`config.mk`:
```
export PLATFORM = sky130hd
export DESIGN_NAME = period_meter_flat
export DESIGN_NICKNAME = d
export VERILOG_FILES = /design/src/rtl/period_meter_pkg.sv /design/src/rtl/period_meter_if.sv /design/src/rtl/period_meter_sync_edge_detect.sv /design/src/rtl/period_meter.sv /design/src/flat_wrapper.sv
export SDC_FILE = /design/constraint.sdc
export NUM_CORES = 1
export LEC_CHECK = 0
export ABC_CLOCK_PERIOD_IN_PS = 4600
export BUFFER_PORTS_ARGS = -buffer_cell sky130_fd_sc_hd__buf_2
export CAP_MARGIN = 20
export CORE_AREA = 2 2 83 65
export DETAILED_ROUTE_END_ITERATION = 8
export DIE_AREA = 0 0 85 67
export PLACE_DENSITY_LB_ADDON = 0.25
export SYNTH_ARGS = -nofsm -noshare
export SYNTH_HDL_FRONTEND = slang
export SYNTH_SLANG_ARGS = --single-unit
```
`constraint.sdc`:
```
create_clock -name clk -period 4.6 [get_ports clk]
set_input_delay 0.69 -clock clk [delete_from_list [all_inputs] [get_ports clk]]
set_output_delay 0.69 -clock clk [all_outputs]
set_load 0.01 [all_outputs]
```
`src/rtl/period_meter_pkg.sv`:
```
// Shared types and helpers for the period meter: FSM state encoding and the
// counter saturation value.
package period_meter_pkg;

    typedef enum logic [1:0] {
        StIdle,
        StArm,
        StMeasure
    } state_e;

    // All-ones value for a counter of the given width (widths up to 32 bits).
    function automatic logic [31:0] cnt_max(input int unsigned width);
        return (width >= 32) ? 32'hFFFF_FFFF : ((32'd1 << width) - 32'd1);
    endfunction

endpackage

```
`src/rtl/period_meter_if.sv`:
```
// Result/handshake bundle of the period meter. The meter drives the master
// side; the consumer of measurements holds the slave side.
interface period_meter_if #(
    parameter int unsigned CNT_W = 24
);
    logic             valid;
    logic             ack;
    logic [CNT_W-1:0] period;
    logic [CNT_W-1:0] high_time;
    logic             overrun;
    logic             timeout;

    modport master (
        output valid, period, high_time, overrun, timeout,
        input  ack
    );

    modport slave (
        input  valid, period, high_time, overrun, timeout,
        output ack
    );
endinterface

```
`src/rtl/period_meter_sync_edge_detect.sv`:
```
// Multi-stage synchroniser for an asynchronous input followed by registered
// one-cycle edge pulses. Fall detection exists only with PERIOD_METER_HIGH_TIME_EN.
module period_meter_sync_edge_detect #(
    parameter int unsigned SYNC_STAGES = 2
) (
    input  logic clk,
    input  logic rst,
    input  logic sig_i,
`ifdef PERIOD_METER_HIGH_TIME_EN
    output logic fall_o,
`endif
    output logic rise_o
);

    logic [SYNC_STAGES-1:0] sync_q;
    logic                   prev_q;
    logic                   rise_q;

    always_ff @(posedge clk or posedge rst) begin
        if (rst) begin
            sync_q <= '0;
            prev_q <= 1'b0;
            rise_q <= 1'b0;
        end else begin
            sync_q <= {sync_q[SYNC_STAGES-2:0], sig_i};
            prev_q <= sync_q[SYNC_STAGES-1];
            rise_q <= sync_q[SYNC_STAGES-1] & ~prev_q;
        end
    end

    assign rise_o = rise_q;

`ifdef PERIOD_METER_HIGH_TIME_EN
    logic fall_q;

    always_ff @(posedge clk or posedge rst) begin
        if (rst) begin
            fall_q <= 1'b0;
        end else begin
            fall_q <= ~sync_q[SYNC_STAGES-1] & prev_q;
        end
    end

    assign fall_o = fall_q;
`endif

endmodule

```
`src/rtl/period_meter.sv`:
```
// Measures rise-to-rise period of a slow asynchronous input in clk cycles and
// hands results out over valid/ack. Define PERIOD_METER_HIGH_TIME_EN for high_time.
module period_meter
    import period_meter_pkg::*;
#(
    parameter int unsigned CNT_W       = 24,
    parameter int unsigned SYNC_STAGES = 2
) (
    input  logic          clk,
    input  logic          rst,
    input  logic          sig_in_i,
    input  logic          en_i,
    period_meter_if.master res_if
);

    localparam logic [CNT_W-1:0] CntMax = CNT_W'(cnt_max(CNT_W));

    logic             rise;
    state_e           state_q, state_d;
    logic [CNT_W-1:0] cnt_q, cnt_d;
    logic [CNT_W-1:0] period_q;
    logic             valid_q, overrun_q, timeout_q;
    logic             cap, cap_to;

`ifdef PERIOD_METER_HIGH_TIME_EN
    logic fall;
`endif

    period_meter_sync_edge_detect #(
        .SYNC_STAGES (SYNC_STAGES)
    ) u_sync_edge_detect (
        .clk    (clk),
        .rst    (rst),
        .sig_i  (sig_in_i),
`ifdef PERIOD_METER_HIGH_TIME_EN
        .fall_o (fall),
`endif
        .rise_o (rise)
    );

    always_comb begin
        state_d = state_q;
        cnt_d   = cnt_q;
        cap     = 1'b0;
        cap_to  = 1'b0;
        if (!en_i) begin
            state_d = StIdle;
            cnt_d   = '0;
        end else begin
            unique case (state_q)
                StIdle: state_d = StArm;
                StArm: begin
                    if (rise) begin
                        state_d = StMeasure;
                        cnt_d   = CNT_W'(1);
                    end
                end
                StMeasure: begin
                    if (rise) begin
                        cap   = 1'b1;
                        cnt_d = CNT_W'(1);
                    end else if (cnt_q == CntMax) begin
                        // No rise within the counter range: report a saturated result.
                        cap     = 1'b1;
                        cap_to  = 1'b1;
                        state_d = StArm;
                        cnt_d   = '0;
                    end else begin
                        cnt_d = cnt_q + 1'b1;
                    end
                end
                default: state_d = StIdle;
            endcase
        end
    end

    always_ff @(posedge clk or posedge rst) begin
        if (rst) begin
            state_q   <= StIdle;
            cnt_q     <= '0;
            period_q  <= '0;
            valid_q   <= 1'b0;
            overrun_q <= 1'b0;
            timeout_q <= 1'b0;
        end else begin
            state_q <= state_d;
            cnt_q   <= cnt_d;
            if (!en_i) begin
                overrun_q <= 1'b0;
                timeout_q <= 1'b0;
            end else if (cap) begin
                period_q  <= cap_to ? CntMax : cnt_q;
                timeout_q <= cap_to;
                if (valid_q && !res_if.ack) begin
                    overrun_q <= 1'b1;
                end
            end
            // A capture always wins over a same-cycle ack.
            if (cap) begin
                valid_q <= 1'b1;
            end else if (res_if.ack) begin
                valid_q <= 1'b0;
            end
        end
    end

`ifdef PERIOD_METER_HIGH_TIME_EN
    logic [CNT_W-1:0] fall_cnt_q;
    logic [CNT_W-1:0] high_q;

    always_ff @(posedge clk or posedge rst) begin
        if (rst) begin
            fall_cnt_q <= '0;
            high_q     <= '0;
        end else begin
            if (en_i && (state_q == StMeasure) && fall) begin
                fall_cnt_q <= cnt_q;
            end
            if (cap) begin
                high_q <= cap_to ? CntMax : fall_cnt_q;
            end
        end
    end

    assign res_if.high_time = high_q;
`else
    assign res_if.high_time = '0;
`endif

    assign res_if.period  = period_q;
    assign res_if.valid   = valid_q;
    assign res_if.overrun = overrun_q;
    assign res_if.timeout = timeout_q;

endmodule

```
`src/flat_wrapper.sv`:
```
// flat-port wrapper written by rule: the top's interface ports become plain ports
module period_meter_flat import period_meter_pkg::*;
#(
    parameter int unsigned CNT_W       = 24,
    parameter int unsigned SYNC_STAGES = 2
)
  (clk, rst, sig_in_i, en_i, res_if_valid, res_if_period, res_if_high_time, res_if_overrun, res_if_timeout, res_if_ack);
  period_meter_if #(.CNT_W(CNT_W)) res_if_i ();
  input  logic clk;
  input  logic rst;
  input  logic sig_in_i;
  input  logic en_i;
  output wire logic [$bits(res_if_i.valid)-1:0] res_if_valid;
  output wire logic [$bits(res_if_i.period)-1:0] res_if_period;
  output wire logic [$bits(res_if_i.high_time)-1:0] res_if_high_time;
  output wire logic [$bits(res_if_i.overrun)-1:0] res_if_overrun;
  output wire logic [$bits(res_if_i.timeout)-1:0] res_if_timeout;
  input wire logic [$bits(res_if_i.ack)-1:0] res_if_ack;
  assign res_if_valid = res_if_i.valid;
  assign res_if_period = res_if_i.period;
  assign res_if_high_time = res_if_i.high_time;
  assign res_if_overrun = res_if_i.overrun;
  assign res_if_timeout = res_if_i.timeout;
  assign res_if_i.ack = res_if_ack;
  period_meter #(.CNT_W(CNT_W), .SYNC_STAGES(SYNC_STAGES)) u_core (.clk(clk), .rst(rst), .sig_in_i(sig_in_i), .en_i(en_i), .res_if(res_if_i));
endmodule
```
==> reports/qor.txt, run 1 <==
Arr. time, crit path: 2.90 ns
core area: 4820 sq um
number of buffers created by CTS: 9
RSZ-0062 raised after global routing: no
final wirelength: 5140 um
IO Pins: 56
DR pass1 iterations: 4
worst hold endpoint: u_core.u_sync_edge_detect.sync_q[1]$_DFF_PP0_
most frequent cell after synthesis: dfrtp_1
hold path depth: 0
total number of vias: 2049
DRC Markers: 0
placed cell count: 344
clk_lat worst skew: 0.34 ns
first-pass GRT wire length: 9030 um
Final setup viols: 0
final hold violations: 0
post-route ant nets: 0
R2R Setup Slk: 1.98 ns
post-route setup TNS: 0 ns
Max Cap Viol: 0
Post-synth EDFFs: 0
WS Path Type: flip-flop to flip-flop
layout cell share with drive strength beyond 1: 18.7%
LEAKAGE: 0.00139 uW
status: finished, final reports clean
Worst IR Drop VDD: 0.000226 V
final core occ: 62.9%
Ys Warns: 0
vias per cell: 5.69
post-synth top area cell: dfrtp_1
Worst setup SP type: flip-flop
Setup Skew: 0.00353 ns
Worst Path Required: 4.87 ns
fillcell total: 409
Area growth, synth to finish: 8.23%
Synth area leaders: dfrtp_1, o22a_1, buf_4
hold crit path type: flip-flop to flip-flop
Async S/R FF share, synth: 100%
worst setup path startpoint: u_core.cnt_q[0]$_DFFE_PP0P_
die height: 67 um
clock-pin transition on the worst setup and hold timing paths: 0.06 ns
post-route minimum period: 2.62 ns
postcts setup bufs: 0
Die ar.: 5700 sq um
#FFs+latches synth: 57
largest net degree at the start of global routing: 58
H-tree depth: 3
port bufs: 31
Max Root-Sink Buffers: 2
final max-slew violation count: 0
GRT Total Usage: 20.9%
Reg-to-Reg Start: u_core.cnt_q[0]$_DFFE_PP0P_
average wire per standard cell: 14.3 um
HPWL after DPL: 3300 um
Critical Path Sink Type: flip-flop
Tightest Pin Transition: 0.999 ns
Final GP Congestion: 0.729
Seq/Total Area, Yosys: 51.0%
root cell of the clock tree: clkbuf_8
Starting Density: 58.1%
hold wc startpoint: u_core.u_sync_edge_detect.sync_q[0]$_DFF_PP0_
Final Hold Slack: 0.349 ns
Max Freq: 381 MHz
Synth Instances: 266
ys flop type: dfrtp_1
R2R cell count: 7
GRT Residual Overflow: 0
Row Count: 22
synth cell count leaders: dfrtp_1, buf_4, o22a_1
ant diodes: 0
Final period util: 57.0%
Die W: 85 um
final std cells w/o fill: 360
CP Max Fanout: 26
Max-slew headroom: 33.2%
cell area power density: 387 nW/um^2
Initial DRC Count: 138
cell area after synthesis: 2800 sq um
Yosys top cell area share: 51.0%
clock sinks: 57
fin nets: 301
initial antenna violation count: 0
Hold Buf Count CTS: 0
Synth cell types: 50
R2R Path End: u_core.res_if.period[7]$_DFFE_PP0P_
PostCTS Resize Cnt: 0
syn_area_per_cell: 10.5 sq um
CTS tree: built
vias in the first global route: 1894
overall power: 1170 uW
## logic make-up after synthesis
group | count (synthesis) | synth area share (%)
buffers and inverters | 50 | 12.3
xor gates and xnor gates | 1 | 0.313
adders and majority gates | 1 | 0.447
other | 1 | 0.134
and+or+nand+nor | 77 | 15.4
muxes | 1 | 0.358
DFF | 57 | 51.0
AOI/OAI and AO/OA | 78 | 20.1
## area by class of cell
cell class	instances	area, sq um	area share (%)
Sequential cell	57	1430	47.1
Clock buffer	13	149	4.92
Tap cell	60	75.1	2.48
Inverter	11	41.3	1.36
Multi-Input combinational cell	182	1120	37.0
Timing Repair Buffer	34	178	5.87
Clock inverter	3	40.0	1.32
## critical path, stage by stage, from the launching register on
cell and delay [ns]:
dfrtp_1 0.45, ha_1 0.25, nand4_1 0.26, nor3_2 0.18, buf_4 0.22, and3_4 0.23, o211a_1 0.71, o22a_1 0.26
## where the power goes
group	switching (uW)	internal, uW
clock network	187	263
registers	25.9	550
logic	81.2	65.6
total	294	879
## registers in the layout, summed over array words and instances (netlist names)
| name | flops |
|---|---|
| u_core.res_if.overrun | 1 |
| u_core.u_sync_edge_detect.sync_q | 2 |
| u_core.u_sync_edge_detect.prev_q | 1 |
| u_core.res_if.valid | 1 |
| u_core.res_if.period | 24 |
| u_core.state_q | 2 |
| u_core.u_sync_edge_detect.rise_o | 1 |
| u_core.cnt_q | 24 |
| u_core.res_if.timeout | 1 |
## layer usage
metal  global-route usage [%]  up-vias  wire [um]
met2                     29.7       78       2250
li1                         -      989          -
met1                     28.9      974       2420
met4                     8.93        0         70
met5                        0        -          0
met3                     7.31        8        387
## layout by cell type, fill, tap and decap left out, types with 2 or more instances in the layout
cell type,count
o21a_1,2
or3_1,2
a22o_1,2
dfrtp_1,57
nand4_1,7
nand3_1,17
nand2_1,13
o22a_1,24
nor2_1,9
nor3_2,2
clkbuf_8,10
nor3_1,8
clkbuf_1,3
o21ai_1,2
inv_1,10
conb_1,24
nor2b_1,2
buf_4,3
nand2b_1,2
clkinv_2,2
a31oi_1,13
and3_1,3
or2b_1,3
o21bai_1,4
o21ai_0,5
nand2_2,2
a21oi_1,13
buf_2,31
## worst max path at each step
stage / to / slack [ns] / cells after the start
3_3_place_gp: u_core.res_if.overrun$_DFFE_PP0P_ / 2.10 / 7
4_1_cts: u_core.res_if.period[18]$_DFFE_PP0P_ / 1.96 / 7
3_5_place_dp: u_core.res_if.period[7]$_DFFE_PP0P_ / 1.97 / 7
2_1_floorplan: u_core.cnt_q[0]$_DFFE_PP0P_ / 2.51 / 1
6_report: u_core.res_if.period[7]$_DFFE_PP0P_ / 1.98 / 7
5_1_grt: u_core.res_if.period[16]$_DFFE_PP0P_ / 1.72 / 7
## through the flow
stage | setup WS [ns] | instance area (sq um)
final | 1.98 | 3030
after floorplan | 2.51 | 2890
after global routing | 1.72 | 3030
after global placement | 2.10 | 2840
after detailed placement | 1.97 | 2840
after CTS | 1.96 | 3030
No activity file was read; power rests on OpenSTA's default activity.
==> run 2, diff against run 1 <==
ABC_CLOCK_PERIOD_IN_PS = 2400   (was 4600)
CORE_AREA = 2 2 91 71   (was 2 2 83 65)
DIE_AREA = 0 0 93 73   (was 0 0 85 67)
clock period = 2.4 ns   (was 4.6 ns; I/O delays follow)
==> run 2 against run 1 <==
  * Cell area is 2.7% higher
  * Critical path depth stayed put
  * Sequential share of layout area is 1.2 points lower
  * Worst setup slack worse by 1.8 ns
  * Worst hold slack worse by 0.27 ns
  * Wire length is 11% higher
  * Critical endpoint is now u_core.res_if.overrun$_DFFE_PP0P_
  * Highest routed layer unchanged
==> reports/qor.txt, run 2 (same netlist as run 1, synthesis figures left out) <==
Area growth, synth to finish: 11.2% (was 8.23%)
CTS tree: built (unchanged)
die height: 73 um (was 67 um)
final hold violations: 0 (unchanged)
postcts setup bufs: 0 (unchanged)
Worst Path Required: 2.67 ns (was 4.87 ns)
WS Path Type: flip-flop to flip-flop (unchanged)
Worst IR Drop VDD: 0.000403 V (was 0.000226 V)
Initial DRC Count: 134 (was 138)
Max Cap Viol: 0 (unchanged)
Max-slew headroom: 60.8% (was 33.2%)
RSZ-0062 raised after global routing: no (unchanged)
Row Count: 25 (was 22)
Final period util: 90.7% (was 57.0%)
number of buffers created by CTS: 9 (unchanged)
DRC Markers: 0 (unchanged)
Die W: 93 um (was 85 um)
design area: 3110 sq um (was 3030 sq um)
GRT Total Usage: 18.7% (was 20.9%)
layout cell share with drive strength beyond 1: 21.2% (was 18.7%)
Critical Path Sink Type: flip-flop (unchanged)
H-tree depth: 3 (unchanged)
Crit path largest cell delay: 0.46 ns (was 0.71 ns)
Worst setup SP type: flip-flop (unchanged)
Die ar.: 6790 sq um (was 5700 sq um)
Starting Density: 46.6% (was 58.1%)
final max-slew violation count: 0 (unchanged)
Tightest Pin Transition: 0.579 ns (was 0.999 ns)
Final Hold Slack: 0.0770 ns (was 0.349 ns)
most common cell after layout, fill and taps aside: dfrtp_1 (unchanged)
Setup Skew: 0.00800 ns (was 0.00353 ns)
vias per cell: 5.34 (was 5.69)
PostCTS Resize Cnt: 0 (unchanged)
Arr. time, crit path: 2.45 ns (was 2.90 ns)
placed cell count: 372 (was 344)
ant diodes: 0 (unchanged)
clock sinks: 57 (unchanged)
Final setup viols: 0 (unchanged)
LEAKAGE: 0.00143 uW (was 0.00139 uW)
clock-pin transition on the worst setup and hold timing paths: 0.07 ns (was 0.06 ns)
status: finished, final reports clean (unchanged)
post-route setup TNS: 0 ns (unchanged)
post-route minimum period: 2.18 ns (was 2.62 ns)
initial antenna violation count: 0 (unchanged)
Max Root-Sink Buffers: 2 (unchanged)
fin nets: 308 (was 301)
GRT Residual Overflow: 0 (unchanged)
Critical Path, Cell by Cell: ha_1 -> nand4_1 -> nor3_2 -> and3_4 -> o211a_1 -> buf_4 -> a32o_1 (was ha_1 -> nand4_1 -> nor3_2 -> buf_4 -> and3_4 -> o211a_1 -> o22a_1)
cell area power density: 708 nW/um^2 (was 387 nW/um^2)
hold crit path type: primary input to async pin (was flip-flop to flip-flop)
total number of vias: 2068 (was 2049)
Post-DP Area: 2930 sq um (was 2840 sq um)
first-pass GRT wire length: 9430 um (was 9030 um)
Max Freq: 459 MHz (was 381 MHz)
CP Max Fanout: 16 (was 26)
port bufs: 31 (unchanged)
final wirelength: 5720 um (was 5140 um)
Hold Buf Count CTS: 0 (unchanged)
vias in the first global route: 1836 (was 1894)
most frequent cells in the layout: dfrtp_1, buf_2, o22a_1, conb_1, nand3_1 (unchanged)
post-route ant nets: 0 (unchanged)
largest net degree at the start of global routing: 33 (was 58)
HPWL after DPL: 3890 um (was 3300 um)
DR pass1 iterations: 4 (unchanged)
clk_lat worst skew: 0.34 ns (about the same)
IO Pins: 56 (unchanged)
core area: 6010 sq um (was 4820 sq um)
Critical Path Slowest Stage Cell: dfrtp_1 (was o211a_1)
Final GP Congestion: 0.814 (was 0.729)
root cell of the clock tree: clkbuf_8 (unchanged)
final std cells w/o fill: 387 (was 360)
average wire per standard cell: 14.8 um (was 14.3 um)
run 2: layer usage:
| layer | routed length (um) | vias up | track usage [%] |
|---|---|---|---|
| met2 | 2360 | 67 | 24.6 |
| met3 | 335 | 8 | 7.23 |
| met5 | 0 | - | 0 |
| met1 | 2960 | 990 | 28.0 |
| li1 | - | 1003 | - |
| met4 | 72 | 0 | 6.21 |
run 2: area by class of cell:
type,count,area [sq um]
Clock inverter,3,15.0
Clock buffer,12,165
Multi-Input combinational cell,182,1120
Tap cell,81,101
Sequential cell,57,1430
Timing Repair Buffer,41,243
Inverter,11,41.3
Fill cell,547,2890
run 2: worst max-delay path, delay by kind of cell (launching register included):
family / cells / cell delay, ns
buffers and inverters: 1 / 0.22
and+or+nand+nor: 3 / 0.85
adders and majority gates: 1 / 0.25
AOI/OAI and AO/OA: 2 / 0.33
DFF: 1 / 0.46
run 2: worst paths after layout:
check | from | endpoint | slack, ns | cells after the start
max in group asynchronous | rst | u_core.u_sync_edge_detect.prev_q$_DFF_PP0_ | 1.75 | 3
min in group clk | sig_in_i | u_core.u_sync_edge_detect.sync_q[0]$_DFF_PP0_ | 0.13 | 1
max reg2reg | u_core.cnt_q[0]$_DFFE_PP0P_ | u_core.res_if.overrun$_DFFE_PP0P_ | 0.22 | 7
min reg2reg | u_core.u_sync_edge_detect.sync_q[0]$_DFF_PP0_ | u_core.u_sync_edge_detect.sync_q[1]$_DFF_PP0_ | 0.35 | 0
max | u_core.cnt_q[0]$_DFFE_PP0P_ | u_core.res_if.overrun$_DFFE_PP0P_ | 0.22 | 7
min | rst | u_core.res_if.period[22]$_DFFE_PP0P_ | 0.08 | 2
run 2: stage by stage:
stage               worst slack [ns]  util [%]  total power [uW]
CTS                            0.231      51.8              2230
floorplan                      0.559         -              1320
global placement               0.320      48.8              1410
global route                0.000989      51.8              2310
finish                         0.222      51.8              2200
detailed placement             0.258      48.8              1420
run 2: power by group:
group          leakage [uW]  internal (uW)  switching [uW]
clock network     0.0000980            447             359
logic              0.000569            129             160
registers          0.000765           1050            53.2
